`config.mk`:
```
export PLATFORM = sky130hd
export DESIGN_NAME = branch_resolve
export DESIGN_NICKNAME = d
export VERILOG_FILES = /design/src/rtl/branch_resolve.sv
export SDC_FILE = /design/constraint.sdc
export NUM_CORES = 1
export LEC_CHECK = 0
export CAP_MARGIN = 20
export CORE_MARGIN = 5
export CORE_UTILIZATION = 47
export DETAILED_ROUTE_END_ITERATION = 16
export GPL_TIMING_DRIVEN = 0
export PLACE_DENSITY = 0.92
export SLEW_MARGIN = 5
export SYNTH_ARGS = -nofsm -noshare
export SYNTH_HDL_FRONTEND = slang
export SYNTH_SLANG_ARGS = --single-unit
```
`constraint.sdc`:
```
create_clock -name clk -period 2.45 [get_ports clk]
set_input_delay 0.3675 -clock clk [delete_from_list [all_inputs] [get_ports clk]]
set_output_delay 0.3675 -clock clk [all_outputs]
set_load 0.01 [all_outputs]
```
`src/rtl/branch_resolve.sv`:
```
// Branch resolution stage: compares operands, picks the next PC, flags mispredicts,
// and holds one registered result behind a valid/ready handshake with saturating statistics.
module branch_resolve #(
   parameter int IDATAW = 32,
   parameter int CNTW   = 16
) (
   input  logic              clk,
   input  logic              rst_n,
   input  logic              in_valid,
   output logic              in_ready,
   input  logic [IDATAW-1:0] idata1,
   input  logic [IDATAW-1:0] idata2,
   input  logic [2:0]        funct3,
   input  logic [IDATAW-1:0] pc,
   input  logic [IDATAW-1:0] imm,
   input  logic              pred_taken,
   input  logic              flush,
   output logic              out_valid,
   input  logic              out_ready,
   output logic              br_taken,
   output logic              mispredict,
   output logic              illegal,
   output logic              misalign,
   output logic [IDATAW-1:0] redirect_pc,
   output logic [CNTW-1:0]   br_count,
   output logic [CNTW-1:0]   mispred_count
);

   logic              accept;
   logic              handoff;
   logic              cond;
   logic              res_illegal;
   logic              res_taken;
   logic              res_mispredict;
   logic              res_misalign;
   logic [IDATAW-1:0] target;
   logic [IDATAW-1:0] fall_thru;
   logic [IDATAW-1:0] res_pc;

   assign in_ready = (!out_valid || out_ready) && !flush;
   assign accept   = in_valid && in_ready;
   assign handoff  = out_valid && out_ready && !flush;

   assign target    = pc + imm;
   assign fall_thru = pc + IDATAW'(4);

   always_comb begin
      cond        = 1'b0;
      res_illegal = 1'b0;
      case (funct3)
         3'b000:  cond = (idata1 == idata2);
         3'b001:  cond = (idata1 != idata2);
         3'b100:  cond = ($signed(idata1) <  $signed(idata2));
         3'b101:  cond = ($signed(idata1) >= $signed(idata2));
         3'b110:  cond = (idata1 <  idata2);
         3'b111:  cond = (idata1 >= idata2);
         default: res_illegal = 1'b1;
      endcase
   end

   // Illegal modes force every flag low so the consumer only sees the fall-through.
   assign res_taken      = cond && !res_illegal;
   assign res_mispredict = !res_illegal && (res_taken ^ pred_taken);
   assign res_misalign   = res_taken && (target[1:0] != 2'b00);
   assign res_pc         = res_taken ? target : fall_thru;

   always_ff @(posedge clk or negedge rst_n) begin
      if (!rst_n) begin
         out_valid   <= 1'b0;
         br_taken    <= 1'b0;
         mispredict  <= 1'b0;
         illegal     <= 1'b0;
         misalign    <= 1'b0;
         redirect_pc <= '0;
      end else begin
         if (flush) begin
            out_valid <= 1'b0;
         end else if (accept) begin
            out_valid <= 1'b1;
         end else if (out_ready) begin
            out_valid <= 1'b0;
         end
         if (accept) begin
            br_taken    <= res_taken;
            mispredict  <= res_mispredict;
            illegal     <= res_illegal;
            misalign    <= res_misalign;
            redirect_pc <= res_pc;
         end
      end
   end

   // Statistics count results as they leave, never as they enter.
   always_ff @(posedge clk or negedge rst_n) begin
      if (!rst_n) begin
         br_count      <= '0;
         mispred_count <= '0;
      end else if (handoff && !illegal) begin
         if (br_count != {CNTW{1'b1}}) begin
            br_count <= br_count + CNTW'(1);
         end
         if (mispredict && (mispred_count != {CNTW{1'b1}})) begin
            mispred_count <= mispred_count + CNTW'(1);
         end
      end
   end

endmodule

```
==> impl_metrics.tcl, run 1 <==
set metrics [dict create \
    synthDistinctLibCells 54 \
    pwr-share-comb_pct 39.5 \
    rrSetupSlack_ns 0.26 \
    via_count 6164 \
    syn_inst 713 \
    syn2layout_area_growth_pct 54.68 \
    critPathKind "primary input to register" \
    arrival_ns 3.34 \
    drt_iter0_drc 409 \
    fin_crit_ns 3.131 \
    numCtsBuffers 9 \
    crit_fanout 5 \
    clk_pin_slew_ns 0.06 \
    synth_edf_count 0 \
    dp.cells 1091 \
    leakagePower_uw 0.004013 \
    fin_hold_ws_ns 0.1558 \
    place_ws_ns -1.433 \
    clockPowerShare_pct 29.9 \
    grt_pass1_wl_mm 29.68 \
    hold_violations 0 \
    start_kind "primary input" \
    htree_levels 3 \
    cts_sinks 69 \
    rr_worst_depth 8 \
    netlist.area_leader.share_pct 29.17 \
    reg2reg_from "mispred_count[8]" \
    synth_ff_type "dfrtp_1" \
    dpl.hpwl_mm 14.71 \
    dieArea_um2 14940 \
    port_buffers 206 \
    insertion_delay_ns 0.33 \
    switching_share_pct 32.06 \
    period_share_pct 127.8 \
    initial_core_util_pct 47.49 \
    fp-row-count 41 \
    vias_per_cell 5.484 \
    min_path_type "primary input to async pin" \
    p_switching_uw 1510 \
    die_width_um 122.2 \
    max_cap_violations 0 \
    power.density_nw_per_um2 514.3 \
    cts_root_buf "clkbuf_16" \
    grt_util_all_layers_pct 24.75 \
    setup_tns_ns -20.52 \
    core_um2 12470 \
    async_reset_ff_share_pct 100.0 \
    synth_nets 917 \
    maxSlewHeadroom_pct 44.71 \
    avgRoutedWirePerCell_um 16.95 \
    violations "setup timing" \
    final_nets 1151 \
    yosys_warnings 0 \
    setup_viol 35 \
    avgSynthCellArea_um2 8.302 \
    end_kind "register" \
    seq_area_frac_synth_pct 29.17 \
    synth.area.top_cells "dfrtp_1, ha_1, xnor2_1" \
    drc_errors 0 \
    antenna_found_initial 0 \
    synth.largest_area_cell "dfrtp_1" \
    die_height_um 122.2 \
    overflow 0 \
    status "finished, violations left" \
    tritoncts "built" \
    first_global_vias 6189 \
    place_congestion 0.9709 \
    dr.pass1.iters 5 \
    synth-seq-cells 69 \
    seqPwrFrac_pct 30.6 \
    ir_drop_v 0.0003412 \
    rsz0062_at_grt "yes" \
    drv_slew 0 \
    crit_required_ns 2.65 \
    timing.rr.end "mispred_count[10]" \
    drive_above_1_share_pct 16.39 \
    layoutNonFillerInstCount 1124 \
    fmax_ghz 0.3194 \
    antenna_left 0 \
    grt_max_degree 70 \
    hold_buffers 0 \
    ios 207 \
    n_fill_cell 917 \
    p_total_uw 4709 \
    syn_area_um2 5919 \
    wirelength_mm 19.05 \
    clk_path_buf_depth 2 \
    finClkSkew_ns 0.007946 \
    tightest_slew_ns 0.8294 \
    n_antenna_cell 0 \
    fin_ws_ns -0.6806 \
    p_int_uw 3199 \
]
[power by group through the flow]
stage	Clock (µW)	Combinational, µW	Sequential [µW]
6_report	1410	1860	1440
3_5_place_dp	0	1690	1460
4_1_cts	1420	1780	1440
3_3_place_gp	0	1640	1450
2_1_floorplan	0	770	1510
5_1_grt	1480	2030	1460
[worst max path at each step]
stage,cells past startpoint,slack (ns),to,startpoint
after floorplan,11,-0.57,redirect_pc[31],idata1[1]
after global placement,13,-1.37,redirect_pc[31],idata2[15]
after detailed placement,13,-1.43,redirect_pc[11],idata2[15]
after CTS,14,-0.70,redirect_pc[31],idata2[1]
after global routing,14,-0.79,redirect_pc[31],idata2[14]
final,12,-0.68,redirect_pc[31],pc[17]
[cell usage after synthesis, drive strengths merged, types with 4 or more instances]
cell	n
mux2i	8
dfrtp	69
nand2	99
nand4	12
o21bai	7
nor2b	6
xor2	32
a21oi	52
a22oi	4
inv	41
a211oi	6
and3	17
clkbuf	9
a31oi	4
nor3	13
xnor2	51
nand3	35
o21ai	56
and4	6
ha	66
buf	6
o21a	6
nor2	51
a21o	19
[sequential cells by signal, indices dropped and copies added (netlist names)]
register and count:
out_valid 1, mispred_count 16, misalign 1, illegal 1
br_count 16, br_taken 1, redirect_pc 32, mispredict 1
[final cells by class]
cell class              count  area [µm²]  share of cell area (%)
plain buffers              14       107.6                   1.175
clock buffers              10       239.0                   2.610
clock inverters             6       86.33                  0.9429
inverters                  41       168.9                   1.845
multi-input cells         588        4474                   48.87
flip-flops and latches     69        1727                   18.86
well taps                 172       215.2                   2.350
repair buffers            224        2138                   23.35
[timing repair]
item	4_1_cts	5_1_grt
setup buffers	13	4
endpoints found under the setup margin	35	36
cloned	1	0
gates resized for setup	173	34
pin swaps	47	21
[stage by stage]
step / cell area (µm²) / utilization [%]
after floorplan: 6136 / -
after global placement: 8413 / 67.49
after detailed placement: 8411 / 67.47
after CTS: 8966 / 71.93
after global routing: 9156 / 73.45
final: 9156 / 73.45
[logic make-up after synthesis]
family                     synth area share, %
buffers and inverters                    3.889
DFF                                      29.17
AOI/OAI and AO/OA                        18.50
adders and majority gates                14.29
xor gates and xnor gates                 12.28
muxes                                    1.923
and+or+nand+nor                          19.95
[cell usage in the layout (no fill, tap or decap), types with 5 or more instances in the layout]
cell and instances:
dlygate4sd2_1 15, inv_2 8, o21bai_1 7, nand3_1 34, a21o_1 19, o21ai_1 28, inv_1 28, xor2_1 32
a21oi_2 13, mux2i_1 7, ha_4 21, and3_1 17, nand2_1 99, clkbuf_1 8, o21a_1 6, o21ai_0 25
nor3_1 8, a21oi_1 37, clkbuf_16 9, ha_1 43, nor2_1 45, nor2b_1 6, xnor2_1 50, buf_2 19
nand4_1 12, buf_6 10, nor3_2 5, clkdlybuf4s50_1 163, buf_12 5, buf_4 16, dfrtp_1 69, and4_1 6
[worst max-delay path, stage by stage]
cell             delay (ns)
clkdlybuf4s50_1        0.52
ha_1                   0.43
inv_1                  0.13
o21bai_1               0.08
a21o_1                 0.21
a2111oi_2              0.38
nand2b_1               0.19
a31oi_2                0.13
nor3b_1                0.23
o21ai_0                0.15
xnor2_1                0.17
a221o_1                0.34
[routing by layer]
layer  routed length, µm  vias up  global-route usage, %
met5                   0        -                      0
met4                 805        0                  11.27
met3                 913       65                  2.765
met2                9486      212                  43.04
met1                7845     2884                  30.82
li1                    -     3003                      -
Note: power is estimated with default switching activity, not from simulation.
==> inputs of run 2 (changes only) <==
--- a/config.mk
+++ b/config.mk
@@ -11,7 +11,6 @@
 export DETAILED_ROUTE_END_ITERATION = 16
 export GPL_TIMING_DRIVEN = 0
 export PLACE_DENSITY = 0.92
-export SLEW_MARGIN = 5
 export SYNTH_ARGS = -nofsm -noshare
 export SYNTH_HDL_FRONTEND = slang
 export SYNTH_SLANG_ARGS = --single-unit
==> results of run 2 <==
No change in the layout: final DEF, timing and power equal those of run 1.
